$ cat src/rtl/ms_pkg.sv
// Shared definitions for the minesweeper BCD down-counter.
//   ms_dc_state_e : counter control states (2-bit encoding)
//   BCD_MAX       : largest legal BCD digit
//   bcd_clamp()   : forces a digit above 9 down to 9
package ms_pkg;

   typedef enum logic [1:0] {
      MS_DC_IDLE    = 2'd0,
      MS_DC_RUN     = 2'd1,
      MS_DC_PAUSE   = 2'd2,
      MS_DC_EXPIRED = 2'd3
   } ms_dc_state_e;

   localparam logic [3:0] BCD_MAX = 4'd9;

   function automatic logic [3:0] bcd_clamp(input logic [3:0] digit);
      return (digit > BCD_MAX) ? BCD_MAX : digit;
   endfunction

endpackage

$ cat src/rtl/ms_down_counter_if.sv
// Control/status bundle of the BCD down-counter.
//   master : whoever drives load/start/stop/tick (and up) and watches the count
//   slave  : the counter itself
// Optional macro MS_DOWN_COUNTER_UP_EN adds the up request and co pulse.
interface ms_down_counter_if #(
   parameter int DIGITS = 3
);

   logic                  load;
   logic [4*DIGITS-1:0]   load_val;
   logic                  start;
   logic                  stop;
   logic                  tick;
   logic [4*DIGITS-1:0]   q;
   logic                  zero;
   logic                  bo;
   logic                  running;
   logic                  expired;
`ifdef MS_DOWN_COUNTER_UP_EN
   logic                  up;
   logic                  co;

   modport master (
      output load, load_val, start, stop, tick, up,
      input  q, zero, bo, running, expired, co
   );

   modport slave (
      input  load, load_val, start, stop, tick, up,
      output q, zero, bo, running, expired, co
   );
`else
   modport master (
      output load, load_val, start, stop, tick,
      input  q, zero, bo, running, expired
   );

   modport slave (
      input  load, load_val, start, stop, tick,
      output q, zero, bo, running, expired
   );
`endif

endinterface

$ cat src/rtl/ms_bcd_digit.sv
// One BCD digit of the counter chain.
//   clk, rst    : clock, synchronous active-high reset (digit -> RESET_DIGIT)
//   load_en     : load load_digit (already clamped by the caller)
//   dec_en/bin  : decrement when both are high; bout = bin and digit is 0
//   inc_en/cin  : increment when both are high; cout = cin and digit is 9
//                 (only with MS_DOWN_COUNTER_UP_EN)
//   d           : stored digit, always within 0..9
module ms_bcd_digit
   import ms_pkg::*;
#(
   parameter logic [3:0] RESET_DIGIT = 4'd9
) (
   input  logic       clk,
   input  logic       rst,
   input  logic       load_en,
   input  logic [3:0] load_digit,
   input  logic       dec_en,
   input  logic       bin,
`ifdef MS_DOWN_COUNTER_UP_EN
   input  logic       inc_en,
   input  logic       cin,
   output logic       cout,
`endif
   output logic       bout,
   output logic [3:0] d
);

   // Borrow/carry ripple is independent of the enables, so the top can use
   // the chain ends as zero / all-nines detectors.
   assign bout = bin && (d == 4'd0);
`ifdef MS_DOWN_COUNTER_UP_EN
   assign cout = cin && (d == BCD_MAX);
`endif

   always_ff @(posedge clk) begin
      if (rst) begin
         d <= bcd_clamp(RESET_DIGIT);
      end else if (load_en) begin
         d <= load_digit;
      end else if (dec_en && bin) begin
         d <= (d == 4'd0) ? BCD_MAX : d - 4'd1;
`ifdef MS_DOWN_COUNTER_UP_EN
      end else if (inc_en && cin) begin
         d <= (d == BCD_MAX) ? 4'd0 : d + 4'd1;
`endif
      end
   end

endmodule

$ cat src/rtl/ms_down_counter.sv
// Loadable multi-digit BCD down-counter (game timer / remaining-mines count).
// Counts down on tick while running, pulses bo for one cycle on reaching zero
// and then parks in EXPIRED until load or rst.
//   clk, rst : clock, synchronous active-high reset
//   bus      : ms_down_counter_if.slave (load/load_val/start/stop/tick in,
//              q/zero/bo/running/expired out)
// Optional macro MS_DOWN_COUNTER_UP_EN: adds bus.up (saturating count-up on
// tick in RUN/PAUSE) and bus.co (one-cycle pulse when all-nines is reached).
//
//   state   | meaning
//   --------+-----------------------------------------------------------
//   IDLE    | loaded/reset, waiting for start; ticks ignored
//   RUN     | counting down on tick; q==0 here expires next cycle
//   PAUSE   | count frozen (except up ticks); start resumes
//   EXPIRED | q held at 0; only load or rst leave
module ms_down_counter
   import ms_pkg::*;
#(
   parameter int                  DIGITS    = 3,
   parameter logic [4*DIGITS-1:0] RESET_VAL = {DIGITS{4'h9}}
) (
   input logic              clk,
   input logic              rst,
   ms_down_counter_if.slave bus
);

   localparam int              W        = 4 * DIGITS;
   localparam logic [W-1:0]    BCD_ONE  = {{(W-1){1'b0}}, 1'b1};

   ms_dc_state_e   state;
   logic [W-1:0]   q;
   logic [DIGITS:0] borrow;
   logic           q_zero;
   logic           dec_fire;
   logic           bo_r;

   // With borrow-in forced at the bottom, the borrow leaving the top digit
   // is exactly "every digit is zero".
   assign borrow[0] = 1'b1;
   assign q_zero    = borrow[DIGITS];

`ifdef MS_DOWN_COUNTER_UP_EN
   localparam logic [W-1:0] BCD_ALMOST = {{(DIGITS-1){BCD_MAX}}, 4'd8};

   logic [DIGITS:0] carry;
   logic            q_all9;
   logic            inc_fire;
   logic            co_r;

   assign carry[0] = 1'b1;
   assign q_all9   = carry[DIGITS];
`endif

   always_comb begin
      dec_fire = 1'b0;
`ifdef MS_DOWN_COUNTER_UP_EN
      inc_fire = 1'b0;
`endif
      if (!bus.load) begin
         case (state)
            MS_DC_RUN: begin
               if (!bus.stop && bus.tick && !q_zero) begin
`ifdef MS_DOWN_COUNTER_UP_EN
                  // up wins over the down-count; at all-nines the tick is consumed
                  if (bus.up) inc_fire = !q_all9;
                  else        dec_fire = 1'b1;
`else
                  dec_fire = 1'b1;
`endif
               end
            end
`ifdef MS_DOWN_COUNTER_UP_EN
            MS_DC_PAUSE: begin
               if (!bus.start && bus.tick && bus.up) inc_fire = !q_all9;
            end
`endif
            default: ;
         endcase
      end
   end

   for (genvar i = 0; i < DIGITS; i++) begin : g_digit
      ms_bcd_digit #(
         .RESET_DIGIT (RESET_VAL[4*i +: 4])
      ) u_digit (
         .clk        (clk),
         .rst        (rst),
         .load_en    (bus.load),
         .load_digit (bcd_clamp(bus.load_val[4*i +: 4])),
         .dec_en     (dec_fire),
         .bin        (borrow[i]),
`ifdef MS_DOWN_COUNTER_UP_EN
         .inc_en     (inc_fire),
         .cin        (carry[i]),
         .cout       (carry[i+1]),
`endif
         .bout       (borrow[i+1]),
         .d          (q[4*i +: 4])
      );
   end

   always_ff @(posedge clk) begin
      if (rst) begin
         state <= MS_DC_IDLE;
         bo_r  <= 1'b0;
`ifdef MS_DOWN_COUNTER_UP_EN
         co_r  <= 1'b0;
`endif
      end else begin
         bo_r <= 1'b0;
`ifdef MS_DOWN_COUNTER_UP_EN
         co_r <= inc_fire && (q == BCD_ALMOST);
`endif
         if (bus.load) begin
            state <= MS_DC_IDLE;
         end else begin
            case (state)
               MS_DC_IDLE: begin
                  if (bus.start) state <= MS_DC_RUN;
               end
               MS_DC_RUN: begin
                  if (bus.stop) begin
                     state <= MS_DC_PAUSE;
                  end else if (q_zero) begin
                     // entered RUN already at zero
                     state <= MS_DC_EXPIRED;
                     bo_r  <= 1'b1;
                  end else if (dec_fire && (q == BCD_ONE)) begin
                     state <= MS_DC_EXPIRED;
                     bo_r  <= 1'b1;
                  end
               end
               MS_DC_PAUSE: begin
                  if (bus.start) state <= MS_DC_RUN;
               end
               MS_DC_EXPIRED: ;
               default: state <= MS_DC_IDLE;
            endcase
         end
      end
   end

   assign bus.q       = q;
   assign bus.zero    = q_zero;
   assign bus.bo      = bo_r;
   assign bus.running = (state == MS_DC_RUN);
   assign bus.expired = (state == MS_DC_EXPIRED);
`ifdef MS_DOWN_COUNTER_UP_EN
   assign bus.co      = co_r;
`endif

endmodule

$ cat src/flat_wrapper.sv
// flat-port wrapper written by rule: the top's interface ports become plain ports
module ms_down_counter_flat import ms_pkg::*;
#(
   parameter int                  DIGITS    = 3,
   parameter logic [4*DIGITS-1:0] RESET_VAL = {DIGITS{4'h9}}
)
  (clk, rst, bus_load, bus_load_val, bus_start, bus_stop, bus_tick, bus_q, bus_zero, bus_bo, bus_running, bus_expired);
  ms_down_counter_if #(.DIGITS(DIGITS)) bus_i ();
  input logic clk;
  input logic rst;
  input wire logic [$bits(bus_i.load)-1:0] bus_load;
  input wire logic [$bits(bus_i.load_val)-1:0] bus_load_val;
  input wire logic [$bits(bus_i.start)-1:0] bus_start;
  input wire logic [$bits(bus_i.stop)-1:0] bus_stop;
  input wire logic [$bits(bus_i.tick)-1:0] bus_tick;
  output wire logic [$bits(bus_i.q)-1:0] bus_q;
  output wire logic [$bits(bus_i.zero)-1:0] bus_zero;
  output wire logic [$bits(bus_i.bo)-1:0] bus_bo;
  output wire logic [$bits(bus_i.running)-1:0] bus_running;
  output wire logic [$bits(bus_i.expired)-1:0] bus_expired;
  assign bus_i.load = bus_load;
  assign bus_i.load_val = bus_load_val;
  assign bus_i.start = bus_start;
  assign bus_i.stop = bus_stop;
  assign bus_i.tick = bus_tick;
  assign bus_q = bus_i.q;
  assign bus_zero = bus_i.zero;
  assign bus_bo = bus_i.bo;
  assign bus_running = bus_i.running;
  assign bus_expired = bus_i.expired;
  ms_down_counter #(.DIGITS(DIGITS), .RESET_VAL(RESET_VAL)) u_core (.clk(clk), .rst(rst), .bus(bus_i));
endmodule
$ cat config.mk
export PLATFORM = sky130hd
export DESIGN_NAME = ms_down_counter_flat
export DESIGN_NICKNAME = d
export VERILOG_FILES = /design/src/rtl/ms_pkg.sv /design/src/rtl/ms_down_counter_if.sv /design/src/rtl/ms_bcd_digit.sv /design/src/rtl/ms_down_counter.sv /design/src/flat_wrapper.sv
export SDC_FILE = /design/constraint.sdc
export NUM_CORES = 1
export LEC_CHECK = 0
export ABC_AREA = 1
export ABC_CLOCK_PERIOD_IN_PS = 3100
export CORE_ASPECT_RATIO = 0.7
export CORE_MARGIN = 2
export CORE_UTILIZATION = 43
export CTS_BUF_LIST = sky130_fd_sc_hd__clkbuf_2 sky130_fd_sc_hd__clkbuf_4 sky130_fd_sc_hd__clkbuf_8
export CTS_CLUSTER_DIAMETER = 40
export DETAILED_ROUTE_END_ITERATION = 10
export GPL_ROUTABILITY_DRIVEN = 0
export GPL_TIMING_DRIVEN = 0
export PLACE_DENSITY_LB_ADDON = 0.08
export SLEW_MARGIN = 10
export SYNTH_ARGS = -nofsm -noshare
export SYNTH_HDL_FRONTEND = slang
export SYNTH_SLANG_ARGS = --single-unit
export TNS_END_PERCENT = 100
$ cat constraint.sdc
create_clock -name clk -period 3.1 [get_ports clk]
set_input_delay 0.465 -clock clk [delete_from_list [all_inputs] [get_ports clk]]
set_output_delay 0.465 -clock clk [all_outputs]
set_load 0.01 [all_outputs]
Word level (Yosys, flattened, before mapping)
Cells that the tools add are included.

storage, ports and cells
  bits in registers = 15
  bits of input ports = 18
  output and inout bits = 16

operators by class
  add/sub/neg operators = 3
  magnitude comparators = 3
  eq/ne operators = 6
  muxes and demuxes = 22
  bitwise operators = 1
  reductions and logical operators = 21

operators by type and width
  operator               count
  $mux W4                12
  $eq A12 B1 Y1 const B  1
  $gt A4 B4 Y1 const B   3
  $logic_not A4 Y1       3
  $sub A4 B1 Y4 const B  3
  $mux W2                4
  $reduce_bool A2 Y1     4
  $logic_and A1 B1 Y1    7
  $mux W1                5
  $eq A2 B2 Y1 const B   2
  $ne A4 B2 Y1 const B   1
  $pmux W2 S2            1
  $reduce_or A2 Y1       2
  $reduce_or A4 Y1       1
  $reduce_and A3 Y1      1
  $eq A2 B1 Y1 const B   1
  $logic_not A1 Y1       2
  $logic_not A2 Y1       1
  $ne A2 B1 Y1 const B   1
  $not A1 Y1             1

Longest topological paths before layout
Gate-level depths: netlist of run 1.

  depth in word-level cells = 13
  depth in mapped cells = 9
  depth with buffers taken out = 9

By module
A second synthesis of run 1 with hierarchy kept.

unflattened totals
  cell total of the unflattened synthesis = 192
  area total of the unflattened synthesis = 1,116.1 um^2

modules (own cells, without submodules)
  module           instances  cells each  area an instance (um^2)  sequential area each (um^2)
  ms_bcd_digit     3          42          252.7                    80.1
  ms_down_counter  1          66          357.8                    60.1

Least setup slack after synthesis of run 1
No wires, ideal clock.

  path type = flip-flop to output port
  start = register u_core.g_digit[1].u_digit.d[2]
  end = output port bus_zero
  arrival time = 0.915 ns
  data required time = 2.635 ns
  path slack = 1.720 ns
  stages on the path, launching flop included = 6
  buffers on the path = 0
  cells stage by stage = dfxtp_1 nor2_2 nand2_2 nor2_4 nand2_4 inv_1

on the way
  word-level cells in the longest chain between the ends = 3

RTL lines
  element                           line                text
  from (decl)                       ms_bcd_digit.sv:25  output logic [3:0] d
  from (signal assigned)            ms_bcd_digit.sv:37  d <= bcd_clamp(RESET_DIGIT);
  from (signal assigned)            ms_bcd_digit.sv:39  d <= load_digit;
  from (signal assigned)            ms_bcd_digit.sv:41  d <= (d == 4'd0) ? BCD_MAX : d - 4'd1;
  $logic_not A4 Y1                  ms_bcd_digit.sv:30  assign bout = bin && (d == 4'd0);
  $logic_and A1 B1 Y1 (2 in a row)  ms_bcd_digit.sv:30
  to (decl)                         flat_wrapper.sv:17  output wire logic [$bits(bus_i.zero)-1:0] bus_zero;

No other way between the ends.

Worst setup path after layout of run 1
  start = register u_core.g_digit[0].u_digit.d[1]
  end = output port bus_zero

on the way
  word-level cells in the longest chain between the ends = 3

RTL lines
  element                           line
  from (decl)                       ms_bcd_digit.sv:25
  from (signal assigned)            ms_bcd_digit.sv:37
  from (signal assigned)            ms_bcd_digit.sv:39
  from (signal assigned)            ms_bcd_digit.sv:41
  $logic_not A4 Y1                  ms_bcd_digit.sv:30
  $logic_and A1 B1 Y1 (2 in a row)  ms_bcd_digit.sv:30

No other way between the ends.

==> out/results.tsv, run 1 <==
metric	value	unit
outcome	completed	
drt wl/cell	11.63	µm
synth warn	0	
share of layout cells above drive strength 1	18.02	%
post-layout util	63.37	%
Cell Chain, Critical Path	nor2_2 > nand2_1 > nor2_4 > nand2_4 > inv_1 > clkdlybuf4s50_1	
Post-DP HPWL	1893	µm
Net Sw Frac	30.01	%
post-synth top area share	29.81	%
number of port buffers	31	
Layout area overhead	37.76	%
clock sinks	15	
ys async rst share	0	%
hold bufs inserted after CTS	0	
Net Switching	0.1399	mW
achievable frequency	447.9	MHz
Post-CTS Repair Setup Buffers	0	
initial antenna violation count	0	
die area	2751	µm²
root buf cell	clkbuf_4	
antenna diode count	0	
post-synthesis sequential area ratio	29.81	%
routed wire length	2373	µm
number of enable flip-flop cells after synthesis	0	
minimum hold slack	0.3987	ns
All-Layer GR Usage	20.29	%
top cells by count, synth	inv_1 (22), nand2_1 (20), dfxtp_1 (15)	
H-tree levels	1	
routed vias/inst	4.863	
Synthesized Nets	155	
worst path required time	2.63	ns
Mapped Area	1007	µm²
Post-CTS Resized	0	
overflow left after global routing	0	
pwr/cell area	336.0	nW/µm²
boundary pin count	34	
Die Y	44.49	µm
Final Hold Fails	0	
Clock transition at path regs	0.09	ns
Residual DRC	0	
register area	300.3	µm²
largest net degree at the start of global routing	11	
synthesis-stage register bit count	15	
combinational group share of total power	26.7	%
Die W	61.85	µm
nets@finish	191	
Rel. slew slack	70.70	%
Slowest-stage cell, CP	clkdlybuf4s50_1	
clock power share	26.9	%
initial core utilization	46.00	%
fin crit share	72.02	%
Internal	0.3263	mW
1st-iter DRT viols	26	
CP Buf/Inv Count	2	
Worst VDD drop	0.2195	mV
Setup-failing EPs final	0	
Distinct cells, synth	34	
max-slew violation total from the final report	0	
most common cell in the netlist	inv_1	
Final min period	2.233	ns
Flop pwr share	46.4	%
core footprint	2190	µm²
Arr. time, crit path	1.77	ns
Num CTS Buffers	3	
Post-DRT Antenna Nets	0	
Placed Cells	200	
Critical Path Fanout Max	6	
num rows	14	
Area contributors post-synth	dfxtp_1 (30%), inv_1 (8.2%), nand2_1 (7.5%)	
wire length of the first global-routing pass	4126	µm
worst min path class	in -> reg	
WS Path Type	reg -> out	
drt first pass iters	4	
clk buf depth	2	
final cell count without fillers	204	
Max-Cap Viols	0	
Yosys top cell by area	dfxtp_1	
Multi-input gate area	578.1	µm²
Slew @ Worst Pin	0.4355	ns
# fillers	206	
vias in the first global route	959	
worst-skew pair later-pin latency	0.29	ns
CP startpoint kind	flop	
CTS tree	done	
Pleak	0.6241	nW
Critical Path End Type	output port	
Main synth FF type	dfxtp_1	
setup tns final	0	ns
Max Clock Skew	0.001304	ns
crit-path max cell delay	0.53	ns
cell family contributing the most delay on the critical path	buffers and inverters	
RSZ-0062 raised after global routing	false	
Mapped Cells	137	
via count	992	
Syn Area/Cell	7.352	µm²
-- kinds of logic (layout without fill, tap and decap cells) --
| kind of cell | count (synthesis) | after routing | synth area share, % |
|---|---|---|---|
| flops | 15 | 15 | 29.81 |
| xor+xnor | 2 | 2 | 1.739 |
| simple gates | 58 | 58 | 33.42 |
| compound gates | 35 | 35 | 22.24 |
| buf+inv | 27 | 62 | 12.80 |
-- layer usage --
metal / up-vias / routed length (µm) / global-route usage, %
met5: - / 0 / 0
met4: 0 / 46 / 6.383
met3: 6 / 110 / 6.140
met2: 22 / 1079 / 33.47
met1: 440 / 1137 / 25.31
li1: 524 / - / -
-- flip-flops by register name, summed over array words and instances, names as in the netlist --
name / flops
u_core.bus.bo: 1
u_core.g_digit.u_digit.d: 12
u_core.state: 2
-- metrics by stage --
stage | setup WS [ns] | instance area [µm²] | total power, mW
5_1_grt | 0.7341 | 1388 | 0.4952
6_report | 0.8672 | 1388 | 0.4662
3_5_place_dp | 1.190 | 1358 | 0.3446
4_1_cts | 0.8664 | 1388 | 0.4677
2_1_floorplan | 1.720 | 1007 | 0.2900
3_3_place_gp | 1.190 | 1358 | 0.3423
-- path summary, 6_finish.rpt --
path / startpoint / to / slack (ns) / depth (start not counted)
worst min-delay path: rst / u_core.g_digit[1].u_digit.d[1] / 0.40 / 2
worst max register to register: u_core.g_digit[0].u_digit.d[1] / u_core.g_digit[0].u_digit.d[2] / 1.72 / 8
worst min register to register: u_core.g_digit[1].u_digit.d[3] / u_core.g_digit[1].u_digit.d[3] / 0.50 / 2
worst max-delay path: u_core.g_digit[0].u_digit.d[1] / bus_zero / 0.87 / 6
-- power by group through the flow --
stage / Sequential [mW] / Combinational (mW) / Clock, mW
global placement: 0.221 / 0.122 / 0
global route: 0.219 / 0.137 / 0.139
floorplan: 0.225 / 0.0653 / 0
CTS: 0.217 / 0.124 / 0.127
detailed placement: 0.221 / 0.123 / 0
finish: 0.216 / 0.124 / 0.125
-- layout by cell type, fill, tap and decap left out --
cell type and n:
a211oi_1 1, a211oi_2 1, a21oi_1 10, a21oi_2 2
a221oi_1 1, a22oi_1 1, a31oi_1 3, a32oi_1 1
buf_6 1, clkbuf_4 4, clkbuf_8 2, clkdlybuf4s50_1 31
dfxtp_1 15, inv_1 22, inv_2 2, nand2_1 20
nand2_2 6, nand2_4 3, nand3_1 6, nand3_2 1
nand3_4 1, nand4_1 1, nor2_1 10, nor2_2 3
nor2_4 3, nor2_8 1, nor3_1 2, nor4_1 1
o2111ai_1 1, o211ai_1 2, o21ai_0 6, o21ai_1 3
o21ai_2 1, o22a_1 1, o22ai_1 1, xor2_1 2
-- cell type report --
| cell class | instances | share of cell area (%) |
|---|---|---|
| well taps | 32 | 2.885 |
| plain buffers | 3 | 2.795 |
| multi-input cells | 95 | 41.66 |
| clock buffers | 4 | 2.164 |
| flip-flops and latches | 15 | 21.64 |
| repair buffers | 31 | 22.36 |
| inverters | 24 | 6.492 |
(Power assumes the default switching activity.)
==> run 2, diff against run 1 <==
--- a/config.mk
+++ b/config.mk
@@ -6,10 +6,10 @@
 export NUM_CORES = 1
 export LEC_CHECK = 0
 export ABC_AREA = 1
-export ABC_CLOCK_PERIOD_IN_PS = 3100
+export ABC_CLOCK_PERIOD_IN_PS = 1900
 export CORE_ASPECT_RATIO = 0.7
 export CORE_MARGIN = 2
-export CORE_UTILIZATION = 43
+export CORE_UTILIZATION = 42
 export CTS_BUF_LIST = sky130_fd_sc_hd__clkbuf_2 sky130_fd_sc_hd__clkbuf_4 sky130_fd_sc_hd__clkbuf_8
 export CTS_CLUSTER_DIAMETER = 40
 export DETAILED_ROUTE_END_ITERATION = 10
==> constraint.sdc (replaced) <==
create_clock -name clk -period 1.9 [get_ports clk]
set_input_delay 0.285 -clock clk [delete_from_list [all_inputs] [get_ports clk]]
set_output_delay 0.285 -clock clk [all_outputs]
set_load 0.01 [all_outputs]
==> out/results.tsv, run 2 (synthesis gave the netlist of run 1 again) <==
metric	value	unit	change
commonest cells after routing, fill and taps aside	clkdlybuf4s50_1 (30), inv_1 (22), nand2_1 (19)		
final cell count without fillers	206		+0.98%
Post-DP HPWL	1832	µm	-3.2%
Placed Area	1358	µm²	unchanged
initial antenna violation count	0		unchanged
crit-path max cell delay	0.36	ns	-0.17 ns
nets@finish	193		+1.0%
overflow left after global routing	0		unchanged
Placed Cells	200		unchanged
post-layout instance area	1410	µm²	+1.6%
vias in the first global route	911		-5.0%
Post-DRT Antenna Nets	0		unchanged
Layout area overhead	40.00	%	
drt wl/cell	11.51	µm	-1.1%
boundary pin count	34		unchanged
Clock transition at path regs	0.10	ns	about the same
max FFs per register	12		unchanged
Die Y	44.97	µm	+1.1%
pwr/cell area	548.5	nW/µm²	+63%
Slowest-stage cell, CP	dfxtp_1		
minimum hold slack	0.2131	ns	-0.1855 ns
clock sinks	15		unchanged
Critical Path Fanout Max	6		unchanged
Die W	62.53	µm	+1.1%
Pleak	0.6400	nW	+2.6%
H-tree levels	1		unchanged
Num CTS Buffers	3		unchanged
Rel. slew slack	68.38	%	-2.3 points
Final Worst Setup Slack	0.1407	ns	-0.7265 ns
share of layout cells above drive strength 1	21.26	%	+3.2 points
1st-iter DRT viols	49		+88%
Residual DRC	0		unchanged
achievable frequency	568.4	MHz	
largest net degree at the start of global routing	11		unchanged
worst-skew pair later-pin latency	0.30	ns	about the same
Total Power	0.7734	mW	+66%
root buf cell	clkbuf_4		
Final Hold Fails	0		unchanged
max-slew violation total from the final report	0		unchanged
wire length of the first global-routing pass	3995	µm	-3.2%
Max Clock Skew	0.005315	ns	+0.004011 ns
drt first pass iters	4		unchanged
RSZ-0062 raised after global routing	false		
most common cell after layout, fill and taps aside	clkdlybuf4s50_1		
worst path required time	1.62	ns	-1.01 ns
fin crit share	92.59	%	
Top reg by flops	u_core.g_digit.u_digit.d		
WS Path Type	reg -> out		
Worst VDD drop	0.3838	mV	+75%
initial core utilization	45.63	%	-0.37 points
via count	1045		+5.3%
core footprint	2207	µm²	+0.80%
antenna diode count	0		unchanged
worst min path class	in -> reg		
All-Layer GR Usage	18.36	%	-1.9 points
Final min period	1.759	ns	
outcome	completed		
Post-Place Worst Slack	0.1349	ns	-1.055 ns
Arr. time, crit path	1.47	ns	-0.30 ns
setup tns final	0	ns	unchanged
CTS tree	done		
die area	2812	µm²	+2.2%
clk buf depth	2		unchanged
Max-Cap Viols	0		unchanged
post-layout util	63.89	%	+0.52 points
Cell Chain, Critical Path	nor2_2 > nand2_2 > nor2_4 > nand2_4 > inv_1 > dlygate4sd2_1		
num rows	14		unchanged
Setup-failing EPs final	0		unchanged
routed vias/inst	5.073		+4.3%
CP startpoint kind	flop		
routed wire length	2371	µm	about the same
Critical Path End Type	output port		
number of port buffers	31		unchanged
Slew @ Worst Pin	0.4700	ns	+0.03455 ns
## run 2: final cells by class
type | instances | area [µm²]
fill | 221 | 797.0
multi-input combinational | 95 | 585.6
timing repair buffer | 33 | 324.1
sequential | 15 | 301.5
inverter | 24 | 90.09
tap | 32 | 40.04
buffer | 3 | 38.79
clock buffer | 4 | 30.03
## run 2: critical path, delay by kind of cell, from the launching register on
kind          cells  cell delay [ns]
simple gates      4             0.50
flops             1             0.36
buf+inv           2             0.33
## run 2: final timing paths
check,from,endpoint,slack (ns),depth (start not counted)
worst max-delay path,u_core.g_digit[0].u_digit.d[1],bus_zero,0.14,6
worst min register to register,u_core.g_digit[1].u_digit.d[3],u_core.g_digit[1].u_digit.d[3],0.50,2
worst min-delay path,rst,u_core.g_digit[2].u_digit.d[1],0.21,2
worst max register to register,u_core.state[0],u_core.g_digit[2].u_digit.d[3],0.57,9
## run 2: power by group
| part | internal, mW | total [mW] | leakage [nW] | switching (mW) |
|---|---|---|---|---|
| Sequential | 0.333 | 0.354 | 0.124 | 0.0210 |
| Combinational | 0.108 | 0.209 | 0.498 | 0.101 |
| Clock | 0.0961 | 0.210 | 0.0184 | 0.113 |
| Total | 0.538 | 0.773 | 0.640 | 0.235 |
## run 2: repair_timing
action	in CTS	in global routing
gates resized for setup	5	0
buffers inserted	2	0
setup endpoints to repair	1	0
hold buffers	0	0
## run 2: routing by layer
layer | routed length (µm) | GRT usage (%)
met1 | 1164 | 23.38
met2 | 1048 | 30.75
met3 | 139 | 4.988
met4 | 19 | 6.667
met5 | 0 | 0
==> run 3, diff against run 2 <==
--- a/config.mk
+++ b/config.mk
@@ -5,11 +5,10 @@
 export SDC_FILE = /design/constraint.sdc
 export NUM_CORES = 1
 export LEC_CHECK = 0
-export ABC_AREA = 1
 export ABC_CLOCK_PERIOD_IN_PS = 1900
 export CORE_ASPECT_RATIO = 0.7
 export CORE_MARGIN = 2
-export CORE_UTILIZATION = 42
+export CORE_UTILIZATION = 41
 export CTS_BUF_LIST = sky130_fd_sc_hd__clkbuf_2 sky130_fd_sc_hd__clkbuf_4 sky130_fd_sc_hd__clkbuf_8
 export CTS_CLUSTER_DIAMETER = 40
 export DETAILED_ROUTE_END_ITERATION = 10
==> out/results.tsv, run 3 <==
metric	value	unit	change
post-synth top area share	32.04	%	+2.2 points
Critical Path End Type	output port		
commonest cells after routing, fill and taps aside	clkdlybuf4s50_1 (32), nor2_1 (13), o21ai_0 (11)		
Post-DRT Antenna Nets	0		unchanged
CP startpoint kind	flop		
Post-Place Worst Slack	-0.3371	ns	-0.4720 ns
outcome	completed		
Main synth FF type	dfxtp_1		
synth warn	0		unchanged
worst path required time	1.62	ns	about the same
Rel. slew slack	68.09	%	-0.29 points
Syn Area/Cell	8.221	µm²	+12%
clock sinks	15		unchanged
core footprint	2155	µm²	-2.4%
largest net degree at the start of global routing	11		unchanged
Layout area overhead	49.80	%	
Distinct cells, synth	40		+18%
Final Worst Setup Slack	0.1115	ns	-0.02921 ns
Slew @ Worst Pin	0.4787	ns	+0.008652 ns
Setup-failing EPs final	0		unchanged
ys async rst share	0	%	unchanged
Clock transition at path regs	0.09	ns	about the same
routed wire length	2655	µm	+12%
Yosys top cell by area	dfxtp_1		
worst min path class	reg -> reg		
top cells by count, synth	dfxtp_1 (15), nor2_1 (13), o21ai_0 (11)		
Num CTS Buffers	3		unchanged
worst-skew pair later-pin latency	0.29	ns	about the same
Mapped Cells	114		-17%
overflow left after global routing	0		unchanged
1st-iter DRT viols	30		-39%
routed vias/inst	5.676		+12%
fin crit share	94.13	%	+1.5 points
initial core utilization	43.50	%	-2.1 points
Final min period	1.788	ns	+0.02921 ns
drt wl/cell	14.12	µm	+23%
root buf cell	clkbuf_4		
Mapped Area	937.1	µm²	-7.0%
nets@finish	175		-9.3%
num rows	14		unchanged
die area	2690	µm²	-4.3%
Top reg by flops	u_core.g_digit.u_digit.d		
Post-DP HPWL	1994	µm	+8.9%
number of enable flip-flop cells after synthesis	0		unchanged
Die W	61.15	µm	-2.2%
boundary pin count	34		unchanged
Max Clock Skew	0.002125	ns	-0.003191 ns
minimum hold slack	0.5472	ns	+0.3341 ns
post-synthesis sequential area ratio	32.04	%	+2.2 points
CTS tree	done		
share of layout cells above drive strength 1	18.59	%	-2.7 points
Final Hold Fails	0		unchanged
Total Power	0.7071	mW	-8.6%
clk buf depth	2		unchanged
Residual DRC	0		unchanged
Pleak	0.4720	nW	-26%
RSZ-0062 raised after global routing	false		
Worst VDD drop	0.3542	mV	-7.7%
Synthesized Nets	132		-15%
Placed Area	1308	µm²	-3.7%
via count	1067		+2.1%
WS Path Type	reg -> out		
most common cell in the netlist	dfxtp_1		
Critical Path Fanout Max	6		unchanged
vias in the first global route	994		+9.1%
All-Layer GR Usage	21.88	%	+3.5 points
antenna diode count	0		unchanged
wire length of the first global-routing pass	4360	µm	+9.1%
max-slew violation total from the final report	0		unchanged
pwr/cell area	503.7	nW/µm²	-8.2%
H-tree levels	1		unchanged
Arr. time, crit path	1.50	ns	+0.03 ns
Area contributors post-synth	dfxtp_1 (32%), o21ai_0 (5.9%), nor2_1 (5.2%)		
post-layout instance area	1404	µm²	-0.44%
most common cell after layout, fill and taps aside	clkdlybuf4s50_1		
initial antenna violation count	0		unchanged
max FFs per register	12		unchanged
# fillers	199		-10%
achievable frequency	559.1	MHz	-1.6%
Die Y	44	µm	-2.2%
synthesis-stage register bit count	15		unchanged
Max-Cap Viols	0		unchanged
drt first pass iters	4		unchanged
number of port buffers	33		+6.5%
run 3: final cells by class:
class                   count  area (µm²)  area share (%)
plain buffers               5       20.02           1.426
clock buffers               4       30.03           2.139
multi-input cells          94       640.6           45.63
flip-flops and latches     15       310.3           22.10
well taps                  32       40.04           2.852
repair buffers             38       362.8           25.85
run 3: worst max-delay path, cell delays in order, from the launching register on:
cell	delay (ns)
dfxtp_1	0.40
nor2b_1	0.24
clkdlybuf4s50_1	0.58
run 3: metal layers:
metal  global-route usage (%)  share of wire [%]  vias to the layer above  wire, µm
met5                        0                  0                        -         0
met4                    6.957                1.5                        0        39
met3                    6.567                6.3                        6       167
met2                    32.98                 45                       36      1187
met1                    29.89                 47                      506      1261
li1                         -                  -                      519         -
run 3: power by group:
| part | internal (mW) | switching [mW] | leakage, nW |
|---|---|---|---|
| Clock | 0.0961 | 0.110 | 0.0184 |
| Combinational | 0.0851 | 0.0625 | 0.330 |
| Sequential | 0.329 | 0.0253 | 0.123 |
run 3: logic make-up after synthesis:
logic type | share of synthesized area [%]
muxes | 2.136
AOI/OAI and AO/OA | 23.77
and+or+nand+nor | 39.92
DFF | 32.04
buffers and inverters | 2.135
run 3: stage by stage:
stage | setup TNS (ns) | instances | util [%]
global placement | -0.4444 | 179 | 60.69
detailed placement | -0.7105 | 179 | 60.69
global route | 0 | 188 | 65.16
floorplan | 0 | 114 | -
finish | 0 | 188 | 65.16
CTS | 0 | 186 | 64.23
run 3: timing repair:
action                                  4_1_cts  5_1_grt
hold buffers                                  0        0
resized for setup                             5        8
endpoints found under the setup margin        1        1
setup buffers                                 3        2
hold endpoints to repair                      0        0
pin swaps                                     3        2
run 3: path summary, 6_finish.rpt:
path | startpoint | to | slack (ns) | depth (start not counted)
worst max-delay path | u_core.state[0] | bus_running | 0.11 | 2
worst min-delay path | u_core.g_digit[2].u_digit.d[3] | u_core.g_digit[2].u_digit.d[3] | 0.55 | 2
worst max register to register | u_core.g_digit[0].u_digit.d[0] | u_core.g_digit[1].u_digit.d[1] | 0.20 | 5
worst min register to register | u_core.g_digit[2].u_digit.d[3] | u_core.g_digit[2].u_digit.d[3] | 0.55 | 2
